$ cat src/rtl/scarv_cop_idispatch.sv
// Coprocessor instruction dispatcher: buffers host instructions in a small
// FIFO, presents the head to the decoder, then issues to the functional
// units, runs a CPR zeroing sweep, or responds directly with an error.
module scarv_cop_idispatch #(
  parameter int unsigned FIFO_DEPTH = 2
) (
  input  logic        g_clk,
  input  logic        g_resetn,
  input  logic        cpu_insn_req,
  input  logic [31:0] cpu_insn_enc,
  output logic        cpu_insn_ack,
  output logic [31:0] id_encoded,
  input  logic        id_exception,
  input  logic [8:0]  id_class,
  input  logic        id_cprs_init,
  output logic        fu_valid,
  output logic [31:0] fu_insn,
  output logic [8:0]  fu_class,
  input  logic        fu_done,
  output logic        cprs_init_wen,
  output logic [3:0]  cprs_init_addr,
  output logic        cpu_rsp_valid,
  output logic        cpu_rsp_error,
  input  logic        cpu_rsp_ack
);

  localparam int unsigned INSN_W  = 32;
  localparam int unsigned CLASS_W = 9;
  localparam int unsigned ADDR_W  = 4;
  localparam int unsigned PTR_W   = $clog2(FIFO_DEPTH);
  localparam int unsigned CNT_W   = $clog2(FIFO_DEPTH + 1);
  localparam logic [ADDR_W-1:0] LAST_ADDR = ADDR_W'(15);

  typedef enum logic [1:0] {IDLE, ISSUE, INIT, RESP} state_t;

  state_t              state, state_d;
  logic [INSN_W-1:0]   mem [FIFO_DEPTH];
  logic [PTR_W-1:0]    rd_ptr, wr_ptr;
  logic [CNT_W-1:0]    count, count_d;
  logic [INSN_W-1:0]   insn_q;
  logic [CLASS_W-1:0]  class_q;
  logic                exc_q;
  logic [ADDR_W-1:0]   init_cnt, init_cnt_d;
  logic                pop_c, push_c;

  // Buffer handshake: a pop in the same cycle frees a slot for the push.
  assign pop_c        = (state == IDLE) && (count != '0);
  assign cpu_insn_ack = g_resetn && cpu_insn_req &&
                        ((count < CNT_W'(FIFO_DEPTH)) || pop_c);
  assign push_c       = cpu_insn_ack;
  assign id_encoded   = (count != '0) ? mem[rd_ptr] : INSN_W'(0);

  // Outputs decoded one-hot from the state register.
  assign fu_valid       = (state == ISSUE);
  assign cprs_init_wen  = (state == INIT);
  assign cpu_rsp_valid  = (state == RESP);
  assign cpu_rsp_error  = (state == RESP) && exc_q;
  assign fu_insn        = insn_q;
  assign fu_class       = class_q;
  assign cprs_init_addr = init_cnt;

  // Next-state, occupancy and sweep-counter logic.
  always_comb begin
    state_d    = state;
    count_d    = count;
    init_cnt_d = '0;
    if (push_c && !pop_c) count_d = count + CNT_W'(1);
    if (!push_c && pop_c) count_d = count - CNT_W'(1);
    case (state)
      IDLE: begin
        if (pop_c) begin
          if (id_exception)      state_d = RESP;
          else if (id_cprs_init) state_d = INIT;
          else                   state_d = ISSUE;
        end
      end
      ISSUE: begin
        if (fu_done) state_d = RESP;
      end
      INIT: begin
        init_cnt_d = init_cnt + ADDR_W'(1);
        if (init_cnt == LAST_ADDR) begin
          state_d    = RESP;
          init_cnt_d = '0;
        end
      end
      RESP: begin
        if (cpu_rsp_ack) state_d = IDLE;
      end
      default: state_d = IDLE;
    endcase
  end

  // State, buffer and dispatch-latch registers.
  always_ff @(posedge g_clk or negedge g_resetn) begin
    if (!g_resetn) begin
      state    <= IDLE;
      count    <= '0;
      rd_ptr   <= '0;
      wr_ptr   <= '0;
      init_cnt <= '0;
      insn_q   <= '0;
      class_q  <= '0;
      exc_q    <= 1'b0;
      for (int i = 0; i < int'(FIFO_DEPTH); i++) mem[i] <= '0;
    end else begin
      state    <= state_d;
      count    <= count_d;
      init_cnt <= init_cnt_d;
      if (push_c) begin
        mem[wr_ptr] <= cpu_insn_enc;
        wr_ptr      <= wr_ptr + PTR_W'(1);
      end
      if (pop_c) begin
        rd_ptr  <= rd_ptr + PTR_W'(1);
        insn_q  <= mem[rd_ptr];
        class_q <= id_class;
        exc_q   <= id_exception;
      end
    end
  end

endmodule

$ cat config.mk
export PLATFORM = sky130hd
export DESIGN_NAME = scarv_cop_idispatch
export DESIGN_NICKNAME = d
export VERILOG_FILES = /design/src/rtl/scarv_cop_idispatch.sv
export SDC_FILE = /design/constraint.sdc
export NUM_CORES = 1
export LEC_CHECK = 0
export CORE_ASPECT_RATIO = 1.2
export CORE_MARGIN = 5
export CORE_UTILIZATION = 49
export CTS_BUF_LIST = sky130_fd_sc_hd__clkbuf_16
export DETAILED_ROUTE_END_ITERATION = 8
export PLACE_DENSITY = 0.8
export SLEW_MARGIN = 10
export SYNTH_ARGS = -nofsm -noshare
export SYNTH_HDL_FRONTEND = slang
export SYNTH_SLANG_ARGS = --single-unit
$ cat constraint.sdc
create_clock -name g_clk -period 2.27 [get_ports g_clk]
set_clock_uncertainty 0.1 [all_clocks]
set_input_delay 0.454 -clock g_clk [delete_from_list [all_inputs] [get_ports g_clk]]
set_output_delay 0.454 -clock g_clk [all_outputs]
set_load 0.005 [all_outputs]
After elaboration in Yosys (flattened, before gate mapping):

Cells that the tools add are included.

* register bits after elaboration: 116
* logic and storage cells: 61
* bits of input ports: 48
* output and inout bits: 82

* order comparisons: 4
* $add $sub $neg: 5
* bitwise logic cells: 2
* reduce and logical (&&, ||, !) cells: 14
* equal/unequal tests: 8
* multiplexer cells: 18

Operator list (count)
* $mux 32: 5
* $bwmux 64: 1
* $demux 32 s1: 1
* $mux 2: 8
* $mux 4: 2
* $pmux 2 s4: 1
* $logic_and 1x1->1: 7
* $ne 2x1->1 const B: 3
* $add 4x1->4 const B: 1
* $eq 2x2->1 const B: 2
* $eq 4x4->1 const B: 1
* $ge 2x2->1 const B: 2
* $not 1->2: 2
* $reduce_and 4->1: 1
* $reduce_bool 2->1: 2
* $add 1x1->1 const B: 2
* $add 2x1->2 const B: 1
* $eq 2x1->1 const B: 1
* $logic_not 1->1: 2
* $logic_not 2->1: 1
* $lt 2x1->1 const B: 1
* $lt 2x2->1 const B: 1
* $ne 2x2->1 const B: 1
* $sub 2x1->2 const B: 1
* $logic_or 1x1->1: 1

Logic depth before layout (Yosys ltp):

Gate-level depths: netlist of run 1.

* depth in word-level cells: 7
* gate-level depth with buffers: 10
* depth with buffers taken out: 8

Worst setup path after synthesis of run 1:

OpenSTA, ideal clock, no wires.

* kind: reg2reg
* from: reg state[0]
* to: reg count[1]
* setup slack: 0.342 ns
* period minus slack after synthesis: 1.928 ns
* buffers on the path: 2
* arrival: 1.748 ns
* stages on the path, launching flop included: 10
* setup time: 0.079 ns
* required time: 2.091 ns
* path through: dfrtp_1 > inv_1 > ha_1 > o21ai_2 > buf_2 > buf_2 > inv_1 > ha_1 > nor2_1 > xor2_1

* cells in the longest elaborated chain, start to end: 7
* elaborated cells between the ends (all ways): 10
* those cells by class: 1 x mux; 9 x reduce/logical

Ends and longest elaborated chain
* start: declaration: line 36 `state_t state, state_d;`
* start signal: assignment: line 107 `state <= state_d;`
* $logic_not 2->1 *: line 47 `assign pop_c = (state == IDLE) && (count != '0);`
* $logic_and 1x1->1 *: line 47
* via pop_c: line 44 `logic pop_c, push_c;`
* $logic_or 1x1->1: line 49 `((count < CNT_W'(FIFO_DEPTH)) || pop_c);`
* $logic_and 1x1->1: line 48 `assign cpu_insn_ack = g_resetn && cpu_insn_req &&`
* $logic_not 1->1: line 68 `if (!push_c && pop_c) count_d = count - CNT_W'(1);`
* $logic_and 1x1->1: line 68
* $mux 2 / $reduce_bool 2->1 (equally long branches)
* end signal: assignment: line 108 `count <= count_d;`
* end: declaration: line 39 `logic [CNT_W-1:0] count, count_d;`

The timed path passes the listed nets; every way through them passes the cells marked *.
A chain may end at the register's enable or synchronous reset.

Final worst setup path of run 1:

* from: reg count[0]
* to: out id_encoded[26]

* cells in the longest elaborated chain, start to end: 2

Ends and longest elaborated chain
* $reduce_bool 2->1: line 51 `assign id_encoded = (count != '0) ? mem[rd_ptr] : INSN_W'(0);`
* $mux 32: line 51
* end: declaration: line 12 `output logic [31:0] id_encoded,`

Every way passes these cells.

==> results_dict.tcl, run 1 <==
set metrics [dict create \
    wl_per_cell_microns 18.0 \
    grt_max_degree 80 \
    synth_flop_cell "dfrtp_1" \
    clk_path_buf_depth 2 \
    clk_pin_slew_ns 0.05 \
    core_sq_um 10500 \
    maxSlewViolCount 0 \
    num-fill-cells 718 \
    ys_types 27 \
    area_growth_pct 45.3 \
    cts_tree "yes" \
    yosys.area_share.simple_pct 7.39 \
    setup_slack_ns -0.0383 \
    p_int_mw 8.09 \
    synthAdderAreaFrac_pct 1.68 \
    vias_per_cell 5.19 \
    gp_congestion 0.763 \
    antenna_found_initial 0 \
    endpoint_kind "output port" \
    status "finished, violations left" \
    initial_core_util_pct 49.7 \
    relSlewSlack_pct 33.2 \
    synth.cell_area_sq_um 5200 \
    syn_area_per_cell_sq_um 13.5 \
    hold_slack_ns 0.0998 \
    grt_pass1_wl_mm 20.3 \
    first_pass_iters 4 \
    finalSetupViolCount 1 \
    htree_levels 4 \
    grt_pass1_vias 3939 \
    ios 130 \
    synth_top_family_by_area "multiplexers" \
    design.final.nets 601 \
    ant_nets 0 \
    path_class "reg -> out" \
    fmax_mhz 433 \
    grt_overflow 0 \
    port_buffers 129 \
    postSynthCellCount 384 \
    reg2reg_depth 8 \
    worstReg2RegStart "state[0]" \
    total_power_mw 11.8 \
    switchingPower_mw 3.73 \
    yosys.area.top_type_share_pct 55.8 \
    drtIter0Drc 100 \
    ys_ff_latch 116 \
    power_leakage_nw 3.79 \
    synthMuxAreaShare_pct 26.7 \
    rrSetupSlack_ns 0.24 \
    synth_commonest_cells "116 x dfrtp_1, 60 x mux2_4, 37 x nor2_1, 34 x nand2_1" \
    clock-sinks 116 \
    yosys.area_share.xor_xnor_pct 1.18 \
    synth_most_common_cell "dfrtp_1" \
    comb_power_share_pct 47.1 \
    num_vias 3569 \
    drive_gt1_share_pct 29.9 \
    n_antenna_cell 0 \
    grt_use_total_pct 20.3 \
    layout_min_cycle_time_ns 2.31 \
    async_flop_share_pct 100 \
    fp-row-count 41 \
    hold_violations 0 \
    clock_latency_ns 0.41 \
    cp-start-kind "flop" \
    rsz0062_at_grt "yes" \
    die_w_microns 104 \
    cts-root-buf "clkbuf_16" \
    maxCapViolCount 0 \
    min_period_over_period_pct 102 \
    dieHeight_microns 123 \
    post-route-util_pct 72.2 \
    swShare_pct 31.6 \
    fin_cells 688 \
    synth_top_area_cell "dfrtp_1" \
    pwr-share-seq_pct 31.9 \
    critPathArrivalTime_ns 1.75 \
    die_area_sq_um 12800 \
    cts_made_buffers 17 \
    clkPwrFrac_pct 21.0 \
    holdBufCountCts 0 \
    violations "negative setup slack" \
    ys_warn_count 0 \
    finalWirelength_mm 12.4 \
    dp_slack_ns -0.134 \
    placedCellCount 635 \
    synth-compound-area-share_pct 4.12 \
    ys_seq_area_share_pct 55.8 \
    power_density_nw_per_um2 1560 \
    remaining_drc_errors 0 \
    cp_max_fo 8 \
    cp_data_required_time_ns 1.72 \
    yosys-top-cells-area "dfrtp_1 56%, mux2_4 17%, mux2i_1 6.2%" \
    syn_nets 439 \
    holdCritPathClass "in -> async" \
    ir_worst_vdd_v 0.000907 \
    dpl.hpwl_mm 8.02 \
    worstMarginPinSlew_ns 1.00 \
    synth_edf_count 0 \
    reg2reg_to "mem[46]" \
]
==> power groups by stage <==
stage / Sequential (mW) / Combinational, mW / Clock [mW]
5_1_grt: 3.88 / 6.01 / 2.66
4_1_cts: 3.75 / 5.38 / 2.51
2_1_floorplan: 3.59 / 2.78 / 0
3_5_place_dp: 3.71 / 5.18 / 0
3_3_place_gp: 3.64 / 5.04 / 0
6_report: 3.77 / 5.57 / 2.48
==> routing by layer <==
layer  GRT usage (%)  wire [microns]  vias up  part of all wire (%)
met4            11.6             393        0                   3.2
met2            34.4            6390      120                    52
li1                -               -     1637                     -
met1            23.3            5010     1782                    40
met3            5.31             609       30                   4.9
met5               0               0        -                     0
==> critical path, cell delays in order, from the launching register on <==
cell	delay, ns
dfrtp_2	0.47
nor2_4	0.21
buf_6	0.17
nor2_1	0.06
clkdlybuf4s50_1	0.44
==> worst max-delay path by stage <==
| stage | start | endpoint | slack (ns) |
|---|---|---|---|
| 6_report | count[0] | id_encoded[26] | -0.04 |
| 5_1_grt | rd_ptr | id_encoded[26] | -0.12 |
| 4_1_cts | rd_ptr | id_encoded[21] | -0.16 |
| 3_5_place_dp | cpu_insn_req | cpu_insn_ack | -0.13 |
| 3_3_place_gp | cpu_insn_req | cpu_insn_ack | -0.07 |
| 2_1_floorplan | state[0] | count[1] | 0.34 |
==> timing repair <==
item / 4_1_cts / 5_1_grt
cloned: 2 / 0
pin swaps: 1 / 2
setup endpoints to repair: 34 / 18
buffers inserted: 5 / 14
resized for setup: 45 / 27
==> final cells by class <==
class	instances	area [sq um]	share of cell area [%]
Sequential cell	116	2910	38.5
Inverter	6	22.5	0.298
Multi-Input combinational cell	241	2250	29.7
Tap cell	129	161	2.14
Clock buffer	17	425	5.63
Clock inverter	15	124	1.64
Timing Repair Buffer	164	1670	22.1
==> cells by family after synthesis <==
family,Yosys count
DFF,116
muxes,107
and+or+nand+nor,83
AOI/OAI and AO/OA,37
buffers and inverters,27
xor gates and xnor gates,7
adders and majority gates,7
==> metrics by stage <==
step	TNS (ns)	instance area, sq um
2_1_floorplan	0	5200
3_3_place_gp	-0.0671	6680
3_5_place_dp	-0.134	6680
4_1_cts	-1.96	7370
5_1_grt	-0.795	7560
6_report	-0.0383	7560
==> cells in the final DEF (no fill, tap or decap), types with 5 or more instances in the layout <==
cell type        netlist  routed
buf_12                 0       7
nor2_1                37      36
clkdlybuf4s50_1        0      94
clkbuf_16              0      17
nand2_1               34      34
inv_1                  6       5
buf_4                  0      26
mux2i_1               32      19
mux2_2                11      11
dlymetal6s2s_1         0      14
dfrtp_1              116     113
mux2i_2                0      12
mux2_4                60      60
o21ai_0               32      32
dlygate4sd2_1          0      18
clkinv_2               0       6
==> sequential cells by signal (all words and copies together), names as in the netlist <==
name            count
wr_ptr              1
exc_q               1
rd_ptr              1
count               2
fu_insn            32
mem                64
cprs_init_addr      4
fu_class            9
state               2
Power figures use the tool's default switching activity.
==> run 2, diff against run 1 <==
Settings changed: CORE_MARGIN 5 to unset, CTS_CLUSTER_SIZE set to 8.
==> results_dict.tcl, run 2 (synthesis results as in run 1) <==
set metrics [dict create \
    ant_nets 0 \
    ir_worst_vdd_v 0.000954 \
    grt_pass1_wl_mm 18.7 \
    endpoint_kind "output port" \
    drtIter0Drc 122 \
    cts_tree "yes" \
    grt_pass1_vias 3701 \
    power_density_nw_per_um2 1560 \
    die_w_microns 96.0 \
    cts-root-buf "clkbuf_16" \
    fin_area_sq_um 7610 \
    critPathArrivalTime_ns 1.83 \
    switchingPower_mw 3.71 \
    rrSetupSlack_ns 0.31 \
    hold_slack_ns 0.132 \
    cp_max_fo 9 \
    rsz0062_at_grt "yes" \
    worstReg2RegStart "count[1]" \
    violations "negative setup slack" \
    worstMarginPinSlew_ns 0.687 \
    clock_latency_ns 0.41 \
    area_growth_pct 46.4 \
    ios 130 \
    relSlewSlack_pct 54.2 \
    status "finished, violations left" \
    initial_core_util_pct 51.2 \
    reg2reg_depth 6 \
    comb_power_share_pct 46.6 \
    hold_violations 0 \
    post_dp_cell_area_sq_um 6680 \
    die_area_sq_um 11000 \
    fmax_mhz 419 \
    cp_data_required_time_ns 1.72 \
    wl_per_cell_microns 17.3 \
    largest_register "mem" \
    remaining_drc_errors 0 \
    reg2reg_to "count[1]" \
    cts_made_buffers 17 \
    gp_congestion 0.742 \
    cp-endpoint "id_encoded[23]" \
    pwr-share-seq_pct 31.8 \
    layout_min_cycle_time_ns 2.38 \
    path_class "reg -> out" \
    min_period_over_period_pct 105 \
    fin_cells 690 \
    clkPwrFrac_pct 21.7 \
    drive_gt1_share_pct 30.9 \
    placedCellCount 633 \
    finalSetupViolCount 5 \
    maxCapViolCount 0 \
    largest_reg_flops 64 \
    dpl.hpwl_mm 7.38 \
    port_buffers 129 \
    setup_slack_ns -0.114 \
    cp-start-kind "flop" \
    finalWirelength_mm 12.0 \
    vias_per_cell 5.20 \
    p_int_mw 8.20 \
    antenna_found_initial 0 \
    startpoint "rd_ptr" \
    htree_levels 4 \
    num-fill-cells 663 \
    clk_path_buf_depth 2 \
    grt_use_total_pct 22.5 \
    first_pass_iters 4 \
    swShare_pct 31.2 \
    grt_max_degree 55 \
    fp-row-count 40 \
    clk_pin_slew_ns 0.05 \
    holdCritPathClass "in -> async" \
    maxSlewViolCount 0 \
    design.final.nets 606 \
    power_leakage_nw 3.85 \
    n_antenna_cell 0 \
    layout_common_cells "113 x dfrtp_1, 93 x clkdlybuf4s50_1, 60 x mux2_4" \
    final_common_cell "dfrtp_1" \
    dieHeight_microns 115 \
    num_vias 3588 \
    grt_overflow 0 \
    clock-sinks 116 \
    core_sq_um 10200 \
]
==> run 2: worst max-delay path, stage by stage (launching register included) <==
cell and delay, ns:
dfrtp_2 0.44, buf_4 0.15, buf_12 0.14, buf_4 0.13
buf_4 0.13, mux2i_4 0.18, nor2_1 0.11, clkbuf_2 0.13
==> run 2: how the worst min path moves through the flow <==
stage / startpoint / endpoint / slack (ns) / depth (start not counted)
floorplan: g_resetn / count[0] / 0.06 / 0
global placement: exc_q / exc_q / 0.36 / 2
detailed placement: exc_q / exc_q / 0.36 / 2
CTS: g_resetn / mem[29] / 0.13 / 2
global route: g_resetn / mem[57] / 0.19 / 2
finish: g_resetn / mem[61] / 0.13 / 2
==> run 2: routing by layer <==
metal / track usage, % / part of all wire, % / wire length [microns] / vias up
met1: 28.2 / 43 / 5110 / 1803
li1: - / - / - / 1649
met3: 6.81 / 5.4 / 643 / 24
met2: 36.1 / 50 / 5950 / 112
met4: 9.25 / 2.1 / 256 / 0
met5: 0 / 0 / 0 / -
==> run 2: through the flow <==
stage / worst slack (ns) / setup TNS (ns) / power [mW] / util (%)
floorplan: 0.342 / 0 / 6.37 / -
global placement: -0.0678 / -0.0678 / 8.64 / 65.8
detailed placement: -0.0674 / -0.0674 / 8.82 / 65.8
CTS: -0.166 / -3.00 / 11.6 / 72.5
global route: -0.164 / -0.871 / 12.6 / 74.9
finish: -0.114 / -0.341 / 11.9 / 74.9
==> run 2: final cells by class <==
class                      count  area, sq um  area share (%)
timing repair buffer         168         1690            22.2
multi-input combinational    242         2260            29.8
tap                          126          158            2.07
inverter                       6         22.5           0.296
clock buffer                  17          425            5.59
sequential                   116         2910            38.2
clock inverter                15          148            1.94
==> run 2: what timing repair did <==
action | 4_1_cts | 5_1_grt
resized for setup | 31 | 50
setup buffers | 7 | 15
pin swaps | 0 | 4
hold buffers | 1 | 0
endpoints found under the setup margin | 34 | 25
endpoints found under the hold margin | 17 | 0
cloned | 0 | 2
==> run 2: power groups by stage <==
stage | logic, mW | clock network (mW) | registers (mW)
2_1_floorplan | 2.78 | 0 | 3.59
3_3_place_gp | 4.99 | 0 | 3.66
3_5_place_dp | 5.10 | 0 | 3.72
4_1_cts | 5.27 | 2.62 | 3.72
5_1_grt | 6.02 | 2.72 | 3.90
6_report | 5.55 | 2.58 | 3.78
